===== config.mk =====
export PLATFORM = sky130hd
export DESIGN_NAME = sm_to_tc_serial
export DESIGN_NICKNAME = d
export VERILOG_FILES = /design/src/rtl/sm_to_tc_serial.sv
export SDC_FILE = /design/constraint.sdc
export NUM_CORES = 1
export LEC_CHECK = 0
export CORE_ASPECT_RATIO = 0.9
export CORE_MARGIN = 10
export CORE_UTILIZATION = 45
export CTS_BUF_LIST = sky130_fd_sc_hd__clkbuf_4
export DETAILED_ROUTE_END_ITERATION = 12
export GPL_TIMING_DRIVEN = 0
export PLACE_DENSITY = 0.77
export SETUP_SLACK_MARGIN = 0.02
export SLEW_MARGIN = 20
export SYNTH_ARGS = -nofsm -noshare
export SYNTH_HDL_FRONTEND = slang
export SYNTH_SLANG_ARGS = --single-unit

===== constraint.sdc =====
create_clock -name CLK -period 3.3 [get_ports CLK]
set_input_delay 0.66 -clock CLK [delete_from_list [all_inputs] [get_ports CLK]]
set_output_delay 0.66 -clock CLK [all_outputs]
set_load 0.01 [all_outputs]

===== src/rtl/sm_to_tc_serial.sv =====
// sm_to_tc_serial: bit-serial sign-magnitude to two's-complement converter.
//
// Walks the magnitude LSB-first, one bit per clock. Bits are copied up to and
// including the first 1. When the operand is negative, every later bit is
// inverted. The result is held until the next conversion completes.
//
// Ports:
//   CLK    - system clock, rising edge
//   RST    - synchronous active-high reset, highest priority
//   Start  - request a conversion, sampled only while Ready=1
//   Sign   - operand sign (1 = negative), sampled with Start
//   Mag    - unsigned magnitude, sampled with Start
//   Ready  - idle, a conversion can be accepted
//   Busy   - bits are being shifted
//   Done   - one-cycle pulse, Result/Ovf updated in the same cycle
//   Result - two's-complement result, held until the next Done
//   Ovf    - value not representable in WIDTH-bit signed form
module sm_to_tc_serial #(
    parameter int unsigned WIDTH = 4
) (
    input  logic             CLK,
    input  logic             RST,
    input  logic             Start,
    input  logic             Sign,
    input  logic [WIDTH-1:0] Mag,
    output logic             Ready,
    output logic             Busy,
    output logic             Done,
    output logic [WIDTH-1:0] Result,
    output logic             Ovf
);

    localparam int unsigned CW = (WIDTH > 2) ? $clog2(WIDTH) : 1;
    localparam logic [CW-1:0] LAST = CW'(WIDTH - 1);

    typedef enum logic [1:0] {
        StIdle,
        StShift,
        StDone
    } state_t;

    state_t           r_state;
    logic [WIDTH-1:0] r_shift;
    logic [WIDTH-1:0] r_acc;
    logic [CW-1:0]    r_cnt;
    logic             r_seen;
    logic             r_sign;
    logic             r_ovf_int;

    logic             w_bit;
    logic             w_out;
    logic             w_ovf;
    logic [WIDTH-1:0] w_acc_next;

    assign w_bit      = r_shift[0];
    // Invert only once a 1 has already passed through (two's-complement negate).
    assign w_out      = w_bit ^ (r_sign & r_seen);
    assign w_acc_next = {w_out, r_acc[WIDTH-1:1]};

    // Positive: MSB set does not fit. Negative: anything above 2^(N-1) does not
    // fit, so 100..0 itself (the most-negative value) is still representable.
    assign w_ovf = Sign ? (Mag[WIDTH-1] & (|Mag[WIDTH-2:0])) : Mag[WIDTH-1];

    always_ff @(posedge CLK) begin
        if (RST) begin
            r_state   <= StIdle;
            r_shift   <= '0;
            r_acc     <= '0;
            r_cnt     <= '0;
            r_seen    <= 1'b0;
            r_sign    <= 1'b0;
            r_ovf_int <= 1'b0;
            Ready     <= 1'b1;
            Busy      <= 1'b0;
            Done      <= 1'b0;
            Result    <= '0;
            Ovf       <= 1'b0;
        end else begin
            case (r_state)
                StIdle: begin
                    Done <= 1'b0;
                    if (Start) begin
                        r_shift   <= Mag;
                        r_sign    <= Sign;
                        r_acc     <= '0;
                        r_cnt     <= '0;
                        r_seen    <= 1'b0;
                        r_ovf_int <= w_ovf;
                        Ready     <= 1'b0;
                        Busy      <= 1'b1;
                        r_state   <= StShift;
                    end
                end
                StShift: begin
                    r_shift <= r_shift >> 1;
                    r_seen  <= r_seen | w_bit;
                    r_acc   <= w_acc_next;
                    r_cnt   <= r_cnt + 1'b1;
                    if (r_cnt == LAST) begin
                        // Last bit: publish the completed accumulator directly.
                        Result  <= w_acc_next;
                        Ovf     <= r_ovf_int;
                        Done    <= 1'b1;
                        Busy    <= 1'b0;
                        r_state <= StDone;
                    end
                end
                StDone: begin
                    Done    <= 1'b0;
                    Ready   <= 1'b1;
                    r_state <= StIdle;
                end
                default: begin
                    Ready   <= 1'b1;
                    Busy    <= 1'b0;
                    Done    <= 1'b0;
                    r_state <= StIdle;
                end
            endcase
        end
    end

endmodule


==> results.txt, run 1 <==
----------------------------------------------------
[Critical path]
  CP peak stage delay ... approximately 0.55 ns
  Crit path launch ... Busy
  Worst path depth ... 1
  Master of the slowest instance on the critical path ... sky130_fd_sc_hd__clkdlybuf4s50_1
  Family with the most delay on the worst path ... buffers and inverters
  Number of cells traversed by the worst register-to-register path ... 5
  Reg-to-reg critical path endpoint ... Ovf
  Worst Setup Start Kind ... flop
  Buf/Inv on CP ... 1
  Register-to-Register Setup Slack ... between 2 and 2.5 ns
  Sequence of cells on the critical path ... clkdlybuf4s50_1
  Reg2reg start ... r_cnt[0]
  Crit Path Class ... flop to output port
  Worst-path maximum fanout ... 3
  Worst setup path endpoint ... Busy
  Arrival time at the worst endpoint ... ~1.2 ns
  Data required time of the critical path ... ~2.6 ns
  Crit end category ... output port

[Synthesis]
  Multiplexer share of the synthesized area ... ~6.5%
  Simple-gate area share of the yosys netlist ... between 20% and 30%
  Number of flops mapped to enable cells by yosys ... 0
  Count of synthesis-stage warnings from yosys ... 0
  Top cell type's share of synthesized area ... a little under half
  Dominant cell type by area after synthesis ... sky130_fd_sc_hd__dfxtp_1
  Mapped cell area ... 945 um^2
  Synthesized-area fraction occupied by xor and xnor cells ... less than 1%
  Net Count, Synth ... ~100
  Register bit total from synthesis ... 22
  Async set-reset flop share out of synthesis ... 0%
  Dominant register cell in the synthesized netlist ... sky130_fd_sc_hd__dfxtp_1
  Number of standard cells after synthesis ... between 90 and 100
  Dominant cell by count in the synthesized netlist ... sky130_fd_sc_hd__dfxtp_1
  Dominant combinational cell family by area after synthesis ... simple AND/OR/NAND/NOR gates
  Share of the yosys chip area belonging to registers ... between 40% and 50%
  Post-synth top cells ... sky130_fd_sc_hd__dfxtp_1 (22), sky130_fd_sc_hd__nor2_1 (9), sky130_fd_sc_hd__a21oi_1 (8), sky130_fd_sc_hd__nand2_1 (6)
  Largest cells by area after synthesis ... sky130_fd_sc_hd__dfxtp_1 (47%), sky130_fd_sc_hd__mux2i_1 (5.3%), sky130_fd_sc_hd__a21oi_1 (4.2%)
  Adder-Cell Fraction of Synth Area ... 1.32%
  Number of library cell types mapped by synthesis ... 30
  Syn Area/Cell ... about 10 um^2
  Synth Area in Compound Gates ... between 10% and 20%

[Global routing]
  Gr ovfl total ... 0
  First-pass GRT wire length ... ~3000 um
  Via count of the first global-routing pass ... 655
  GRT Overall Usage ... 9.12%
  Antenna violations before repair ... 0
  Largest net degree at the start of global routing ... 12

[Timing]
  Final max-slew violation count ... 0
  Unrepaired setup endpoints after global routing ... no
  Relative slew slack ... about two thirds
  Worst clock skew ... roughly 0.0024 ns
  Setup Total Neg Slack ... 0 ns
  Post-route minimum period ... about 1.9 ns
  Final period utilization ... 57.4%
  Number of failing setup endpoints in the final timing report ... 0
  Transition time at the pin with the least slew margin ... roughly 0.48 ns
  Max Freq ... 528 MHz
  Hold Violations, Final ... 0

[Routing]
  Number of detailed-routing iterations run before antenna repair ... 4
  Drc violations ... 0
  Total number of vias ... about 760
  Post-DRT Antenna Nets ... 0
  Average wire per cell in the routed design ... 13.8 um
  Wire length reported by the detailed router ... approximately 1900 um
  Mean number of vias per cell ... 5.47
  Starting DRC count in detailed routing ... 28

[Die]
  Core ar. ... between 1500 and 2000 um^2
  Die W ... just under 70 um
  Boundary Pins ... 16
  Vertical extent of the die ... 63.5 um
  Starting utilization of the core area ... 48.4%
  Core Rows ... 15
  DIE AREA ... 4330 um^2

[Placed design]
  Placed wire-length estimate ... 1400 um
  Count of input and output buffers ... 15
  Placer's final routability congestion estimate ... ~0.75

[Layout]
  Layout cells sized above 1 ... ~17%
  Area used by sequential logic in the layout ... approximately 440 um^2
  Fillers ... between 150 and 200
  Area used by multi-input combinational logic ... approximately 460 um^2
  Synthesis-to-layout area growth ... 21.6%
  Diode count ... 0
  Core occupancy in the finished layout ... 58.8%
  Number of nets in the finished design ... around 120

[Clock network]
  Resized cells post-CTS ... 0
  Clock transition at the register clock pins on the worst setup and hold paths after CTS ... between 0.1 and 0.15 ns
  Level count of the clock H-tree ... 1
  Buffer depth of the longest clock path ... 2
  Post-CTS setup repair buffer count ... 0
  Total clock sinks ... 22
  Clock Tree Root ... sky130_fd_sc_hd__clkbuf_4
  TritonCTS buffer count ... 3
  Clock latency on the worst-skew pair ... between 0.3 and 0.4 ns
  TritonCTS clock tree ... yes
  Quantity of hold-fixing buffers added after cts ... 0

[Power]
  Leakage ... roughly 0.42 nW
  Worst ir drop on vdd ... approximately 0.00034 V
  Power density relative to cell area ... 411 nW/um^2

[Min path]
  Type of the worst min-delay path ... flop to flop

[Run]
  Max Cap Viol ... 0

[Run status]
  Run status ... finished, final reports clean

----------------------------------------------------
==> report_power, final <==
part	switching [W]	leakage, nW	total, W	internal [W]
Combinational	0.0000319	0.227	0.0000658	0.0000339
Clock	0.0000793	0.0138	0.000122	0.0000427
Sequential	0.00000776	0.180	0.000284	0.000276
Total	0.000119	0.421	0.000472	0.000353
==> area by class of cell <==
cell class / count / share of cell area, %
Inverter: 1 / 0.327
Timing Repair Buffer: 15 / 13.1
Clock buffer: 3 / 1.96
Multi-Input combinational cell: 66 / 40.0
Tap cell: 25 / 2.72
Buffer: 6 / 3.59
Sequential cell: 22 / 38.3
==> layer usage <==
| layer | global-route usage [%] | wire length (um) | vias to the layer above |
|---|---|---|---|
| li1 | - | - | 376 |
| met1 | 10.5 | 865 | 361 |
| met2 | 14.0 | 898 | 14 |
| met3 | 3.89 | 110 | 4 |
| met4 | 4.27 | 24 | 0 |
| met5 | 0 | 0 | - |
==> cells in the final DEF, fill, tap and decap left out, drive strengths merged <==
cell type      netlist  final
a21oi                8      8
a311oi               1      1
nor2b                2      2
nand3b               2      2
dfxtp               22     22
o21ai                2      2
mux2                 1      1
nand2b               2      2
a22oi                4      4
nor2                12     12
mux2i                5      5
clkdlybuf4s50        0     15
nor3b                2      2
o31ai                1      1
nor3                 2      2
buf                  5      5
ha                   1      1
o21bai               3      3
nand2                6      6
or4b                 1      1
xor2                 1      1
o21ba                1      1
and2b                1      1
clkbuf               1      4
nand3                5      5
a211oi               3      3
inv                  1      1
==> through the flow <==
step	instances	hold WS (ns)	power [W]	setup WS (ns)	cell area [um^2]
2_1_floorplan	95	0.444	0.000332	1.87	945
3_3_place_gp	135	0.443	0.000354	1.33	1130
3_5_place_dp	135	0.447	0.000357	1.30	1130
4_1_cts	138	0.464	0.000477	1.39	1150
5_1_grt	138	0.489	0.000493	1.37	1150
6_report	138	0.461	0.000472	1.41	1150
==> sequential cells by signal, summed over array words and instances, names as in the netlist <==
name       flops
Ready          1
r_cnt          2
r_state        2
Result         4
r_ovf_int      1
r_sign         1
r_acc          3
Busy           1
Done           1
r_seen         1
Ovf            1
r_shift        4
==> kinds of logic after synthesis <==
logic type,after synthesis
AND/OR/NAND/NOR,35
AO/OA/AOI/OAI,23
flip-flops,22
buffers and inverters,7
multiplexers,6
XOR/XNOR,1
adder cells (fa/ha/maj),1
==> worst min-delay path by stage <==
| stage | from | end | slack, ns | cells past startpoint |
|---|---|---|---|---|
| final | Result[1] | Result[1] | 0.46 | 2 |
| after global routing | Result[1] | Result[1] | 0.49 | 2 |
| after CTS | Result[0] | Result[0] | 0.46 | 2 |
| after detailed placement | Result[0] | Result[0] | 0.45 | 2 |
| after global placement | Result[0] | Result[0] | 0.44 | 2 |
| after floorplan | r_acc[1] | Result[0] | 0.44 | 2 |
==> worst register-to-register path, delay by kind of cell, from the launching register on <==
| family | cells | cell delay, ns |
|---|---|---|
| flops | 1 | 0.36 |
| buf+inv | 1 | 0.21 |
| fa+ha+maj | 1 | 0.16 |
| compound gates | 1 | 0.06 |
| simple gates | 2 | 0.30 |
Power figures use the tool's default switching activity.
==> run 2, diff against run 1 <==
--- a/config.mk
+++ b/config.mk
@@ -11,7 +11,7 @@
 export CTS_BUF_LIST = sky130_fd_sc_hd__clkbuf_4
 export DETAILED_ROUTE_END_ITERATION = 12
 export GPL_TIMING_DRIVEN = 0
-export PLACE_DENSITY = 0.77
+export PLACE_DENSITY = 0.8
 export SETUP_SLACK_MARGIN = 0.02
 export SLEW_MARGIN = 20
 export SYNTH_ARGS = -nofsm -noshare
==> constraint.sdc (replaced) <==
create_clock -name CLK -period 1.7 [get_ports CLK]
set_input_delay 0.34 -clock CLK [delete_from_list [all_inputs] [get_ports CLK]]
set_output_delay 0.34 -clock CLK [all_outputs]
set_load 0.01 [all_outputs]
==> results.txt, run 2 (same netlist as run 1, synthesis figures left out) <==
----------------------------------------------------
[Clock network]
  Post-CTS setup repair buffer count ... 0
  Clock Tree Root ... sky130_fd_sc_hd__clkbuf_4
  TritonCTS clock tree ... yes
  Clock latency on the worst-skew pair ... 0.30 ns
  Level count of the clock H-tree ... 1
  TritonCTS buffer count ... 3
  Resized cells post-CTS ... 0
  Quantity of hold-fixing buffers added after cts ... 0
  Buffer depth of the longest clock path ... 2
  Total clock sinks ... 22
  Clock transition at the register clock pins on the worst setup and hold paths after CTS ... around 0.11 ns

[Power]
  Logic pwr share ... ~14%
  Power density relative to cell area ... slightly below 800 nW/um^2
  Internal power ... just under 0.0007 W
  Clock network power share ... about a quarter
  Sequential group share of total power ... 61.1%
  Switching share of power ... between 20% and 30%
  Leakage ... around 0.42 nW
  P_sw ... between 0.0002 and 0.00025 W
  Worst ir drop on vdd ... 0.000512 V

[Timing]
  Number of failing setup endpoints in the final timing report ... 0
  Worst clock skew ... 0.00226 ns
  Final max-slew violation count ... 0
  Setup Total Neg Slack ... 0 ns
  Max Freq ... about 650 MHz
  Final period utilization ... 91.0%
  Unrepaired setup endpoints after global routing ... no
  Transition time at the pin with the least slew margin ... between 0.4 and 0.5 ns
  Post-route minimum period ... about 1.5 ns
  Hold Violations, Final ... 0
  Final worst hold slack ... between 0.4 and 0.5 ns
  Relative slew slack ... 67.6%

[Die]
  Boundary Pins ... 16
  Vertical extent of the die ... approximately 63 um
  Core ar. ... slightly below 2000 um^2
  Starting utilization of the core area ... between 40 and 50%
  Die W ... between 60 and 70 um
  Core Rows ... 15
  DIE AREA ... around 4300 um^2

[Global routing]
  Gr ovfl total ... 0
  Antenna violations before repair ... 0
  Largest net degree at the start of global routing ... 12
  First-pass GRT wire length ... 3070 um
  Via count of the first global-routing pass ... 670
  GRT Overall Usage ... under 10%

[Layout]
  Synthesis-to-layout area growth ... 21.6%
  Fillers ... 167
  Layout cells sized above 1 ... between 10% and 20%
  Most frequent cells in the layout ... sky130_fd_sc_hd__dfxtp_1 (22), sky130_fd_sc_hd__clkdlybuf4s50_1 (15), sky130_fd_sc_hd__nor2_1 (9)
  Area used by sequential logic in the layout ... around 440 um^2
  Number of nets in the finished design ... roughly 120
  Most common library cell in the layout ignoring fill and taps ... sky130_fd_sc_hd__dfxtp_1
  Area used by multi-input combinational logic ... ~460 um^2
  Leading registers by flop count ... Result (4), r_shift (4), r_acc (3)
  Diode count ... 0
  Total non-filler cell area in the finished layout ... around 1100 um^2

[Placed design]
  Placed cell area ... approximately 1100 um^2
  Count of input and output buffers ... 15
  Placer's final routability congestion estimate ... between 0.7 and 0.8
  Placed wire-length estimate ... roughly 1300 um

[Routing]
  Number of detailed-routing iterations run before antenna repair ... 4
  Starting DRC count in detailed routing ... 30
  Average wire per cell in the routed design ... 12.9 um
  Mean number of vias per cell ... around 5.3
  Wire length reported by the detailed router ... 1790 um
  Total number of vias ... ~730
  Post-DRT Antenna Nets ... 0
  Drc violations ... 0

[Critical path]
  Buf/Inv on CP ... 1
  Crit end category ... output port
  Worst-path maximum fanout ... 3
  Master of the slowest instance on the critical path ... sky130_fd_sc_hd__clkdlybuf4s50_1
  Worst Setup Start Kind ... flop
  Arrival time at the worst endpoint ... roughly 1.2 ns
  Data required time of the critical path ... roughly 1.4 ns
  Family with the most delay on the worst path ... buffers and inverters
  Register-to-Register Setup Slack ... a little under 0.5 ns
  CP peak stage delay ... roughly 0.54 ns
  Crit Path Class ... flop to output port
  Sequence of cells on the critical path ... clkdlybuf4s50_1

[Run status]
  Run status ... finished, final reports clean

[Min path]
  Type of the worst min-delay path ... flop to flop

[Run]
  Max Cap Viol ... 0

----------------------------------------------------
run 2: cell counts in the layout (fill, tap and decap cells not counted):
Identical to the previous run, type by type.
run 2: final timing paths:
path / from / end / cells after the start
min reg2reg: Result[2] / Result[2] / 2
max: Busy / Busy / 1
min: Result[2] / Result[2] / 2
max reg2reg: r_state[1] / r_acc[2] / 4
run 2: power by group through the flow:
stage          Clock (W)  Combinational, W  Sequential [W]
6_report        0.000225          0.000127        0.000552
5_1_grt         0.000259          0.000139        0.000555
4_1_cts         0.000236          0.000128        0.000552
3_5_place_dp           0          0.000127        0.000563
3_3_place_gp           0          0.000125        0.000562
2_1_floorplan          0         0.0000821        0.000563
run 2: layout make-up:
| class | instances | share of cell area [%] |
|---|---|---|
| Timing Repair Buffer | 15 | 13.1 |
| Inverter | 1 | 0.327 |
| Tap cell | 25 | 2.72 |
| Buffer | 6 | 3.59 |
| Multi-Input combinational cell | 66 | 40.0 |
| Clock buffer | 3 | 1.96 |
| Sequential cell | 22 | 38.3 |
run 2: stage by stage:
step	utilization [%]	worst slack, ns	total power (W)	cells
after global placement	57.7	0.0502	0.000687	135
final	58.8	0.154	0.000903	138
after global routing	58.8	0.0656	0.000953	138
after detailed placement	57.7	0.0559	0.000691	135
after CTS	58.8	0.126	0.000916	138
after floorplan	-	0.589	0.000645	95
run 2: per-layer routing:
metal	vias up	track usage [%]	wire [um]
li1	377	-	-
met3	2	3.89	117
met5	-	0	0
met1	340	11.3	780
met4	0	2.01	8
met2	15	13.4	880
==> run 3, diff against run 2 <==
--- a/config.mk
+++ b/config.mk
@@ -6,12 +6,12 @@
 export NUM_CORES = 1
 export LEC_CHECK = 0
 export CORE_ASPECT_RATIO = 0.9
-export CORE_MARGIN = 10
-export CORE_UTILIZATION = 45
+export CORE_MARGIN = 2
+export CORE_UTILIZATION = 48
 export CTS_BUF_LIST = sky130_fd_sc_hd__clkbuf_4
 export DETAILED_ROUTE_END_ITERATION = 12
 export GPL_TIMING_DRIVEN = 0
-export PLACE_DENSITY = 0.8
+export PLACE_DENSITY = 0.84
 export SETUP_SLACK_MARGIN = 0.02
 export SLEW_MARGIN = 20
 export SYNTH_ARGS = -nofsm -noshare
==> results.txt, run 3 (same netlist as run 1, synthesis figures left out) <==
----------------------------------------------------
[Layout]
  Total non-filler cell area in the finished layout ... about 1200 um^2
  Most frequent cells in the layout ... sky130_fd_sc_hd__dfxtp_1 (22), sky130_fd_sc_hd__clkdlybuf4s50_1 (15), sky130_fd_sc_hd__nor2_1 (9)
  Area used by multi-input combinational logic ... around 460 um^2
  Diode count ... 0
  Synthesis-to-layout area growth ... 24.8%
  Leading registers by flop count ... Result (4), r_shift (4), r_acc (3)
  Fillers ... around 160
  Area used by sequential logic in the layout ... about 440 um^2
  Layout cells sized above 1 ... 17.5%
  Number of nets in the finished design ... approximately 120
  Most common library cell in the layout ignoring fill and taps ... sky130_fd_sc_hd__dfxtp_1

[Global routing]
  Gr ovfl total ... 0
  First-pass GRT wire length ... 3040 um
  Largest net degree at the start of global routing ... 14
  Antenna violations before repair ... 0
  Via count of the first global-routing pass ... 673
  GRT Overall Usage ... 17.3%

[Critical path]
  Data required time of the critical path ... 1.36 ns
  Family with the most delay on the worst path ... buffers and inverters
  Master of the slowest instance on the critical path ... sky130_fd_sc_hd__clkdlybuf4s50_1
  Buf/Inv on CP ... 1
  CP peak stage delay ... between 0.5 and 0.6 ns
  Reg2reg start ... r_cnt[0]
  Reg-to-reg critical path endpoint ... Ovf
  Arrival time at the worst endpoint ... between 1 and 1.5 ns
  Number of cells traversed by the worst register-to-register path ... 5
  Worst-path maximum fanout ... 3
  Crit end category ... output port
  Crit Path Class ... flop to output port
  Register-to-Register Setup Slack ... 0.42 ns
  Worst Setup Start Kind ... flop
  Sequence of cells on the critical path ... clkdlybuf4s50_1

[Die]
  DIE AREA ... 2340 um^2
  Boundary Pins ... 16
  Die W ... between 50 and 60 um
  Vertical extent of the die ... between 40 and 50 um
  Core ar. ... 1900 um^2
  Core Rows ... 15
  Starting utilization of the core area ... about 50%

[Timing]
  Worst clock skew ... ~0.0072 ns
  Post-route minimum period ... between 1.5 and 2 ns
  Transition time at the pin with the least slew margin ... 0.445 ns
  Number of failing setup endpoints in the final timing report ... 0
  Final period utilization ... around nine tenths
  Hold Violations, Final ... 0
  Setup Total Neg Slack ... 0 ns
  Relative slew slack ... ~70%
  Max Freq ... 643 MHz
  Final worst hold slack ... ~0.47 ns
  Final max-slew violation count ... 0
  Unrepaired setup endpoints after global routing ... no

[Clock network]
  Level count of the clock H-tree ... 1
  Clock latency on the worst-skew pair ... approximately 0.3 ns
  TritonCTS clock tree ... yes
  Total clock sinks ... 22
  Clock transition at the register clock pins on the worst setup and hold paths after CTS ... around 0.13 ns
  Buffer depth of the longest clock path ... 2
  TritonCTS buffer count ... 3
  Clock Tree Root ... sky130_fd_sc_hd__clkbuf_4
  Post-CTS setup repair buffer count ... 0
  Resized cells post-CTS ... 0
  Quantity of hold-fixing buffers added after cts ... 0

[Min path]
  Cell depth of the worst min-delay path ... 2
  Type of the worst min-delay path ... flop to flop
  Startpoint of the tightest hold check path ... Result[0]
  Destination of the worst hold path ... Result[0]

[Run]
  Max Cap Viol ... 0

[Power]
  Worst ir drop on vdd ... roughly 0.0006 V
  Power density relative to cell area ... roughly 900 nW/um^2
  Leakage ... between 0.4 and 0.5 nW

[Placed design]
  Placer's final routability congestion estimate ... about 0.72
  Placed cell area ... approximately 1100 um^2
  Count of input and output buffers ... 15
  Placed wire-length estimate ... 1320 um

[Run status]
  Run status ... finished, final reports clean

[Routing]
  Number of detailed-routing iterations run before antenna repair ... 4
  Drc violations ... 0
  Total number of vias ... 723
  Mean number of vias per cell ... between 5 and 6
  Wire length reported by the detailed router ... about 1800 um
  Average wire per cell in the routed design ... about 13 um
  Starting DRC count in detailed routing ... 9
  Post-DRT Antenna Nets ... 0

----------------------------------------------------
==> run 3: area by class of cell <==
class	instances	share of cell area, %
Multi-Input combinational cell	66	39.0
Sequential cell	22	37.4
Timing Repair Buffer	15	12.7
Buffer	6	3.50
Tap cell	25	2.65
Clock inverter	1	2.55
Clock buffer	3	1.91
Inverter	1	0.318
==> run 3: report_power, final <==
group | internal [W] | switching, W | leakage (nW)
logic | 0.0000660 | 0.0000637 | 0.227
clock network | 0.000238 | 0.000156 | 0.0279
registers | 0.000537 | 0.0000161 | 0.180
==> run 3: worst max path at each step <==
stage	start	to	slack, ns	cells after the start
final	Busy	Busy	0.14	1
after global routing	Busy	Busy	0.10	1
after CTS	Busy	Busy	0.14	1
after detailed placement	Start	r_sign	0.07	4
after global placement	Start	r_sign	0.06	4
after floorplan	Mag[1]	r_ovf_int	0.59	3
==> run 3: metal layers <==
metal  share of wire, %  routed length, um  up-vias  track usage, %
met5                  0                  0        -               0
met4               0.87                 16        0            4.32
met2                 50                923       18            31.6
met3                2.9                 54        2            2.60
met1                 46                851      328            21.8
li1                   -                  -      375               -
==> run 3: metrics by stage <==
stage	instances	util [%]	setup slack, ns	power, W
finish	139	62.2	0.145	0.00108
global route	139	62.2	0.101	0.00112
CTS	139	62.2	0.138	0.00108
detailed placement	135	59.4	0.0682	0.000692
global placement	135	59.4	0.0623	0.000686
floorplan	95	-	0.589	0.000645
